$ cat src/rtl/opti_coeff_loader.sv
// Biquad coefficient loader: walks the coefficient ROM one section at a time,
// gathers the five words (b0,b1,b2,a1,a2) into registers and offers each set
// to the IIR cascade through a valid/ready handshake, then pulses done.
module opti_coeff_loader #(
   parameter int unsigned N_SECT = 4,
   parameter int unsigned COEF_W = 24,
   parameter int unsigned ADDR_W = 5,
   localparam int unsigned SECT_W = (N_SECT > 1) ? $clog2(N_SECT) : 1
) (
   input  logic                     clk,
   input  logic                     rst_n,
   input  logic                     start,
   output logic                     busy,
   output logic [ADDR_W-1:0]        coef_addr,
   input  logic [COEF_W-1:0]        coef_data,
   output logic [SECT_W-1:0]        sect_idx,
   output logic signed [COEF_W-1:0] b0,
   output logic signed [COEF_W-1:0] b1,
   output logic signed [COEF_W-1:0] b2,
   output logic signed [COEF_W-1:0] a1,
   output logic signed [COEF_W-1:0] a2,
   output logic                     sect_valid,
   input  logic                     sect_ready,
   output logic                     done
);

   typedef enum logic [1:0] {
      S_IDLE,
      S_FETCH,
      S_PRESENT,
      S_DONE
   } state_t;

   localparam logic [SECT_W-1:0] LAST_SECT = SECT_W'(N_SECT - 1);

   state_t state_q, state_d;

   logic [ADDR_W-1:0] addr_q, addr_d;
   logic [SECT_W-1:0] sect_q, sect_d;
   logic [2:0]        k_q, k_d;
   logic [COEF_W-1:0] b0_q, b0_d, b1_q, b1_d, b2_q, b2_d, a1_q, a1_d, a2_q, a2_d;

   logic handshake;
   logic last_slot;

   assign handshake = (state_q == S_PRESENT) && sect_ready;
   assign last_slot = (k_q == 3'd4);

   // State register
   always_ff @(posedge clk or negedge rst_n) begin
      if (!rst_n) begin
         state_q <= S_IDLE;
      end else begin
         state_q <= state_d;
      end
   end

   // Next-state logic
   always_comb begin
      state_d = state_q;
      case (state_q)
         S_IDLE:    if (start) state_d = S_FETCH;
         S_FETCH:   if (last_slot) state_d = S_PRESENT;
         S_PRESENT: if (handshake) state_d = (sect_q == LAST_SECT) ? S_DONE : S_FETCH;
         S_DONE:    state_d = S_IDLE;
         default:   state_d = S_IDLE;
      endcase
   end

   // Status outputs decoded from the current state
   always_comb begin
      busy       = (state_q != S_IDLE);
      sect_valid = (state_q == S_PRESENT);
      done       = (state_q == S_DONE);
   end

   // Datapath next values: address walk, slot counter, section index, slot capture
   always_comb begin
      addr_d = addr_q;
      sect_d = sect_q;
      k_d    = k_q;
      b0_d   = b0_q;
      b1_d   = b1_q;
      b2_d   = b2_q;
      a1_d   = a1_q;
      a2_d   = a2_q;
      case (state_q)
         S_IDLE: begin
            addr_d = '0;
            if (start) begin
               sect_d = '0;
               k_d    = '0;
            end
         end
         S_FETCH: begin
            case (k_q)
               3'd0:    b0_d = coef_data;
               3'd1:    b1_d = coef_data;
               3'd2:    b2_d = coef_data;
               3'd3:    a1_d = coef_data;
               default: a2_d = coef_data;
            endcase
            // Address stays on the section's last word while presenting, so the
            // step to the next section is a plain increment from PRESENT.
            if (last_slot) begin
               k_d = '0;
            end else begin
               k_d    = k_q + 3'd1;
               addr_d = addr_q + ADDR_W'(1);
            end
         end
         S_PRESENT: begin
            if (handshake && (sect_q != LAST_SECT)) begin
               sect_d = sect_q + SECT_W'(1);
               k_d    = '0;
               addr_d = addr_q + ADDR_W'(1);
            end
         end
         S_DONE: begin
            addr_d = '0;
         end
         default: begin
            addr_d = '0;
         end
      endcase
   end

   // Datapath registers
   always_ff @(posedge clk or negedge rst_n) begin
      if (!rst_n) begin
         addr_q <= '0;
         sect_q <= '0;
         k_q    <= '0;
         b0_q   <= '0;
         b1_q   <= '0;
         b2_q   <= '0;
         a1_q   <= '0;
         a2_q   <= '0;
      end else begin
         addr_q <= addr_d;
         sect_q <= sect_d;
         k_q    <= k_d;
         b0_q   <= b0_d;
         b1_q   <= b1_d;
         b2_q   <= b2_d;
         a1_q   <= a1_d;
         a2_q   <= a2_d;
      end
   end

   assign coef_addr = addr_q;
   assign sect_idx  = sect_q;
   assign b0        = b0_q;
   assign b1        = b1_q;
   assign b2        = b2_q;
   assign a1        = a1_q;
   assign a2        = a2_q;

endmodule

$ cat config.mk
export PLATFORM = sky130hd
export DESIGN_NAME = opti_coeff_loader
export DESIGN_NICKNAME = d
export VERILOG_FILES = /design/src/rtl/opti_coeff_loader.sv
export SDC_FILE = /design/constraint.sdc
export NUM_CORES = 1
export LEC_CHECK = 0
export ABC_AREA = 1
export ABC_CLOCK_PERIOD_IN_PS = 1900
export BUFFER_PORTS_ARGS = -buffer_cell sky130_fd_sc_hd__buf_4
export CORE_AREA = 4 4 81 159
export CTS_CLUSTER_SIZE = 16
export DETAILED_ROUTE_END_ITERATION = 12
export DIE_AREA = 0 0 85 163
export GPL_TIMING_DRIVEN = 0
export PLACE_DENSITY = 0.7
export SYNTH_ARGS = -nofsm -noshare
export SYNTH_HDL_FRONTEND = slang
export SYNTH_SLANG_ARGS = --single-unit
export TNS_END_PERCENT = 100
$ cat constraint.sdc
create_clock -name clk -period 1.9 [get_ports clk]
set_input_delay 0.095 -clock clk [delete_from_list [all_inputs] [get_ports clk]]
set_output_delay 0.095 -clock clk [all_outputs]
set_load 0.01 [all_outputs]
==> results of run 1 <==
## cells by family (layout without fill, tap and decap cells)
group	after synthesis	count (layout)	synth area share, %
AOI/OAI and AO/OA	131	131	13.1
buffers and inverters	67	264	6.34
adders and majority gates	11	11	2.68
and+or+nand+nor	179	179	13.6
DFF	132	132	64.4
## state kept, by name, indices dropped and copies added, names as in the netlist
signal	count
state_q	2
sect_idx	2
b0	24
a2	24
b2	24
b1	24
coef_addr	5
k_q	3
a1	24
## layout make-up
type / instances / share of cell area (%)
Multi-Input combinational cell: 321 / 21.0
Tap cell: 145 / 2.53
Clock inverter: 12 / 1.50
Sequential cell: 132 / 46.1
Clock buffer: 20 / 6.38
Timing Repair Buffer: 165 / 17.9
Buffer: 25 / 2.34
Inverter: 42 / 2.20
## per-stage QoR
| stage | power, mW | hold slack [ns] | instances | setup slack, ns |
|---|---|---|---|---|
| 2_1_floorplan | 7.60 | -0.201 | 520 | 0.380 |
| 3_3_place_gp | 10.6 | 0.411 | 822 | 0.198 |
| 3_5_place_dp | 10.8 | -0.0123 | 823 | 0.140 |
| 4_1_cts | 13.9 | 0.00123 | 862 | 0.121 |
| 5_1_grt | 14.7 | 0.0121 | 862 | 0.0259 |
| 6_report | 13.8 | 0.00981 | 862 | 0.137 |
## synth_stat cells, drive strengths merged
cell    number  area [sq um]
nand2      155           582
ha          11           138
nand3       13          65.1
clkbuf       8          30.0
nor2         8          30.0
dfrtp      132          3300
nand4        2          12.5
or2          1          6.26
inv         42           158
o21ai      131           671
buf         17           138
## tightest hold or removal path: stages
cell and delay (ns):
buf_4 0.08, inv_1 0.07, o21ai_1 0.14
## routing by layer
metal	share of wire, %	global-route usage [%]	up-vias
li1	-	-	2045
met1	36	23.3	2135
met2	58	40.8	116
met3	4.3	5.16	20
met4	1.8	7.42	0
met5	0	0	-
## power by group
part | internal, mW | switching [mW] | total [mW]
Combinational | 2.61 | 2.92 | 5.53
Clock | 1.86 | 1.21 | 3.07
Sequential | 4.20 | 0.972 | 5.17
## path summary, 6_finish.rpt
check,slack [ns],from,endpoint,depth (start not counted)
worst max-delay path,0.14,k_q[0]$_DFFE_PN0P_,a1[10]$_DFFE_PN0P_,7
worst min-delay path,0.01,coef_data[12],a2[12]$_DFFE_PN0P_,3
worst max register to register,0.14,k_q[0]$_DFFE_PN0P_,a1[10]$_DFFE_PN0P_,7
worst min register to register,0.49,a2[0]$_DFFE_PN0P_,a2[0]$_DFFE_PN0P_,2
max in group asynchronous,1.00,rst_n,a1[16]$_DFFE_PN0P_,3
min in group asynchronous,0.12,rst_n,a2[19]$_DFFE_PN0P_,2
## timing repair
| item | 4_1_cts | 5_1_grt |
|---|---|---|
| hold endpoints to repair | 139 | 0 |
| hold buffers | 7 | 0 |
| buffers inserted | 0 | 0 |
==> results_dict.tcl, run 1 <==
set metrics [dict create \
    cts_tree "done" \
    final_hold_viol_count 0 \
    report.final.slew_viol_count 0 \
    overflow 0 \
    cp.arrival_ns 2.08 \
    cp_top_family "buffers and inverters" \
    antenna_found_initial 0 \
    p_leak_nw 3.74 \
    start_util_pct 43.9 \
    drt_iter0_markers 257 \
    seqCellArea_sq_um 3300 \
    synth-seq-cells 132 \
    clock-skew-final_ns 0.00798 \
    core_area_sq_um 11700 \
    antenna_cells 0 \
    slew_headroom_pct 64.0 \
    syn_area_sq_um 5130 \
    synth.avg_cell_area_sq_um 9.87 \
    cp.required_ns 2.22 \
    numCtsBuffers 17 \
    place_area_sq_um 6520 \
    clkTransAtPathRegs_ns 0.06 \
    clkLatencyLatePin_ns 0.41 \
    clkSinkCount 132 \
    path_max_fanout 10 \
    final_util_pct 61.2 \
    clock_path_buffers 2 \
    num_vias 4316 \
    worstSetupPathType "register to register" \
    final_common_cell "buf_4" \
    min_path_type "input port to register" \
    vdd_ir_drop_max_mv 0.846 \
    fmax_ghz 0.567 \
    tightest_slew_ns 0.540 \
    grt_usage_pct 21.8 \
    period_minus_slack_ns 1.76 \
    root_buffer "clkbuf_16" \
    layout_common_cells "buf_4 (162), nand2_1 (155), dfrtp_1 (132)" \
    die-area_sq_um 13900 \
    postSynthCellCount 520 \
    seq_area_frac_synth_pct 64.4 \
    grt_pass1_vias 4366 \
    firstDrtPassIters 7 \
    drcViolationCount 0 \
    ant_nets 0 \
    chipWidth_um 85 \
    drive_above_1_share_pct 29.6 \
    cpPeakStageDelay_ns 0.43 \
    ys_warn_count 0 \
    fin_nets 743 \
    htree_num_levels 4 \
    power_density_nw_per_um2 1920 \
    multiInputGateArea_sq_um 1500 \
    portBuffers 157 \
    finalSetupTns_ns 0 \
    ys_types 16 \
    detail_route.wl_per_cell_um 17.2 \
    fin_crit_sh_pct 92.8 \
    cp_num_buf_inv 2 \
    gp_congestion 0.830 \
    fillers 990 \
    path_cells "ha_1, ha_1, nand2_1, buf_2, buf_2, nand2_1, o21ai_0" \
    crit_path_start_kind "register" \
    grt_max_degree 105 \
    num_rows 56 \
    syn_nets 559 \
    status "completed" \
    slowest_stage "dfrtp_1" \
    avgViaCountPerCell 5.01 \
    rsz0062_at_grt "false" \
    area_growth_pct 39.5 \
    cap_violations 0 \
    finalSetupViolCount 0 \
    ioPinCount 158 \
    grt_pass1_wl_um 23200 \
    die_h_um 163 \
    wirelength_um 14900 \
    hpwl_um 11000 \
    post_cts_resize_count 0 \
    cp-end-kind "register" \
    final_cell_area_sq_um 7160 \
]
(Power assumes the default switching activity.)
==> inputs of run 2 (changes only) <==
--- a/config.mk
+++ b/config.mk
@@ -9,6 +9,7 @@
 export ABC_CLOCK_PERIOD_IN_PS = 1900
 export BUFFER_PORTS_ARGS = -buffer_cell sky130_fd_sc_hd__buf_4
 export CORE_AREA = 4 4 81 159
+export CTS_BUF_LIST = sky130_fd_sc_hd__clkbuf_8
 export CTS_CLUSTER_SIZE = 16
 export DETAILED_ROUTE_END_ITERATION = 12
 export DIE_AREA = 0 0 85 163
==> run 2 against run 1 <==
Net effect: register-to-register slack about the same; count of clock-buffer cells in the layout down 1; die area unchanged; first-iteration DRC count down 7.4%; sequential cell count unchanged; sequential share of layout area up 0.14 points; total power down 6.4%; critical path depth unchanged; clock power down 29%; hold slack better by 0.029 ns; critical endpoint is now a1[13]$_DFFE_PN0P_.
==> results_dict.tcl, run 2 (synthesized netlist as in run 1, its figures left out) <==
set metrics [dict create \
    status "completed" \
    cp-end-kind "register" \
    p_total_mw 12.9 \
    layout.cells.non_filler 879 \
    path_cells "ha_1, ha_1, nand2_1, buf_2, buf_2, nand2_1, o21ai_0" \
    cts_setup_buffers 0 \
    drt_iter0_markers 238 \
    grt_pass1_wl_um 23400 \
    hold_ws_ns 0.0388 \
    place_area_sq_um 6520 \
    avgViaCountPerCell 5.01 \
    final_util_pct 61.0 \
    grt_usage_pct 21.9 \
    chipWidth_um 85 \
    clkSinkCount 132 \
    drcViolationCount 0 \
    htree_num_levels 4 \
    slew_headroom_pct 63.3 \
    slowest_stage "dfrtp_1" \
    period_minus_slack_ns 1.77 \
    detail_route.wl_per_cell_um 17.0 \
    num_vias 4401 \
    cts_tree "done" \
    antenna_cells 0 \
    fillers 1006 \
    antenna_found_initial 0 \
    drive_above_1_share_pct 28.9 \
    fmax_ghz 0.566 \
    clkTransAtPathRegs_ns 0.08 \
    cp_top_family "buffers and inverters" \
    gp_congestion 0.830 \
    min_path_type "input port to register" \
    finalSetupViolCount 0 \
    final_hold_viol_count 0 \
    vdd_ir_drop_max_mv 0.789 \
    die_h_um 163 \
    crit_path_start_kind "register" \
    numCtsBuffers 17 \
    report.final.slew_viol_count 0 \
    pre_cts_ws_ns 0.140 \
    die-area_sq_um 13900 \
    placedCellCount 823 \
    cp_num_buf_inv 2 \
    layout_common_cells "buf_4 (162), nand2_1 (155), dfrtp_1 (132)" \
    overflow 0 \
    rsz0062_at_grt "false" \
    tightest_slew_ns 0.550 \
    grt_pass1_vias 4463 \
    cp.arrival_ns 2.11 \
    clkLatencyLatePin_ns 0.43 \
    final_cell_area_sq_um 7140 \
    root_buffer "clkbuf_8" \
    clock-skew-final_ns 0.00898 \
    portBuffers 157 \
    finalSetupTns_ns 0 \
    grt_max_degree 105 \
    p_leak_nw 3.72 \
    wirelength_um 14900 \
    worstSetupPathType "register to register" \
    clock_path_buffers 2 \
    final_common_cell "buf_4" \
    area_growth_pct 39.1 \
    cp.required_ns 2.24 \
    layout_setup_ws_ns 0.134 \
    cap_violations 0 \
    cpPeakStageDelay_ns 0.43 \
    path_max_fanout 10 \
    hpwl_um 11000 \
    num_rows 56 \
    fin_nets 760 \
    core_area_sq_um 11700 \
    power_density_nw_per_um2 1810 \
    firstDrtPassIters 5 \
    ant_nets 0 \
    fin_crit_sh_pct 92.9 \
    start_util_pct 43.9 \
    ioPinCount 158 \
]
## run 2: metal layers
| layer | global-route usage (%) | vias to the layer above | wire [um] |
|---|---|---|---|
| li1 | - | 2077 | - |
| met1 | 23.6 | 2163 | 5420 |
| met2 | 40.6 | 131 | 8430 |
| met3 | 4.96 | 30 | 729 |
| met4 | 8.36 | 0 | 348 |
| met5 | 0 | - | 0 |
## run 2: cell type report
cell class | count | area, sq um | area share, %
inverters | 42 | 158 | 2.21
repair buffers | 182 | 1450 | 20.3
plain buffers | 25 | 168 | 2.35
well taps | 145 | 181 | 2.54
clock inverters | 13 | 111 | 1.56
multi-input cells | 321 | 1500 | 21.1
clock buffers | 19 | 262 | 3.66
flip-flops and latches | 132 | 3300 | 46.3
## run 2: worst paths after layout
| check | from | to | slack (ns) | cells past startpoint |
|---|---|---|---|---|
| max in group asynchronous | rst_n | b1[12]$_DFFE_PN0P_ | 1.03 | 3 |
| hold / removal | coef_data[9] | a2[9]$_DFFE_PN0P_ | 0.04 | 3 |
| hold reg to reg | a2[0]$_DFFE_PN0P_ | a2[0]$_DFFE_PN0P_ | 0.49 | 2 |
| setup / recovery | k_q[0]$_DFFE_PN0P_ | a1[13]$_DFFE_PN0P_ | 0.13 | 7 |
| setup reg to reg | k_q[0]$_DFFE_PN0P_ | a1[13]$_DFFE_PN0P_ | 0.13 | 7 |
| min in group asynchronous | rst_n | a1[0]$_DFFE_PN0P_ | 0.09 | 2 |
## run 2: worst register-to-register path, cell delays in order, from the launching register on
cell and delay (ns):
dfrtp_1 0.43, ha_1 0.23, ha_1 0.20, nand2_1 0.10, buf_2 0.27, buf_2 0.29
nand2_1 0.08, o21ai_0 0.08
## run 2: power by group
group	internal [mW]	switching [mW]	leakage (nW)	total, mW
registers	4.19	0.967	1.55	5.16
clock network	1.09	1.09	0.189	2.18
logic	2.64	2.91	1.98	5.55
## run 2: what timing repair did
item,CTS,global route
resized for setup,0,0
hold buffers,24,0
hold endpoints to repair,189,0
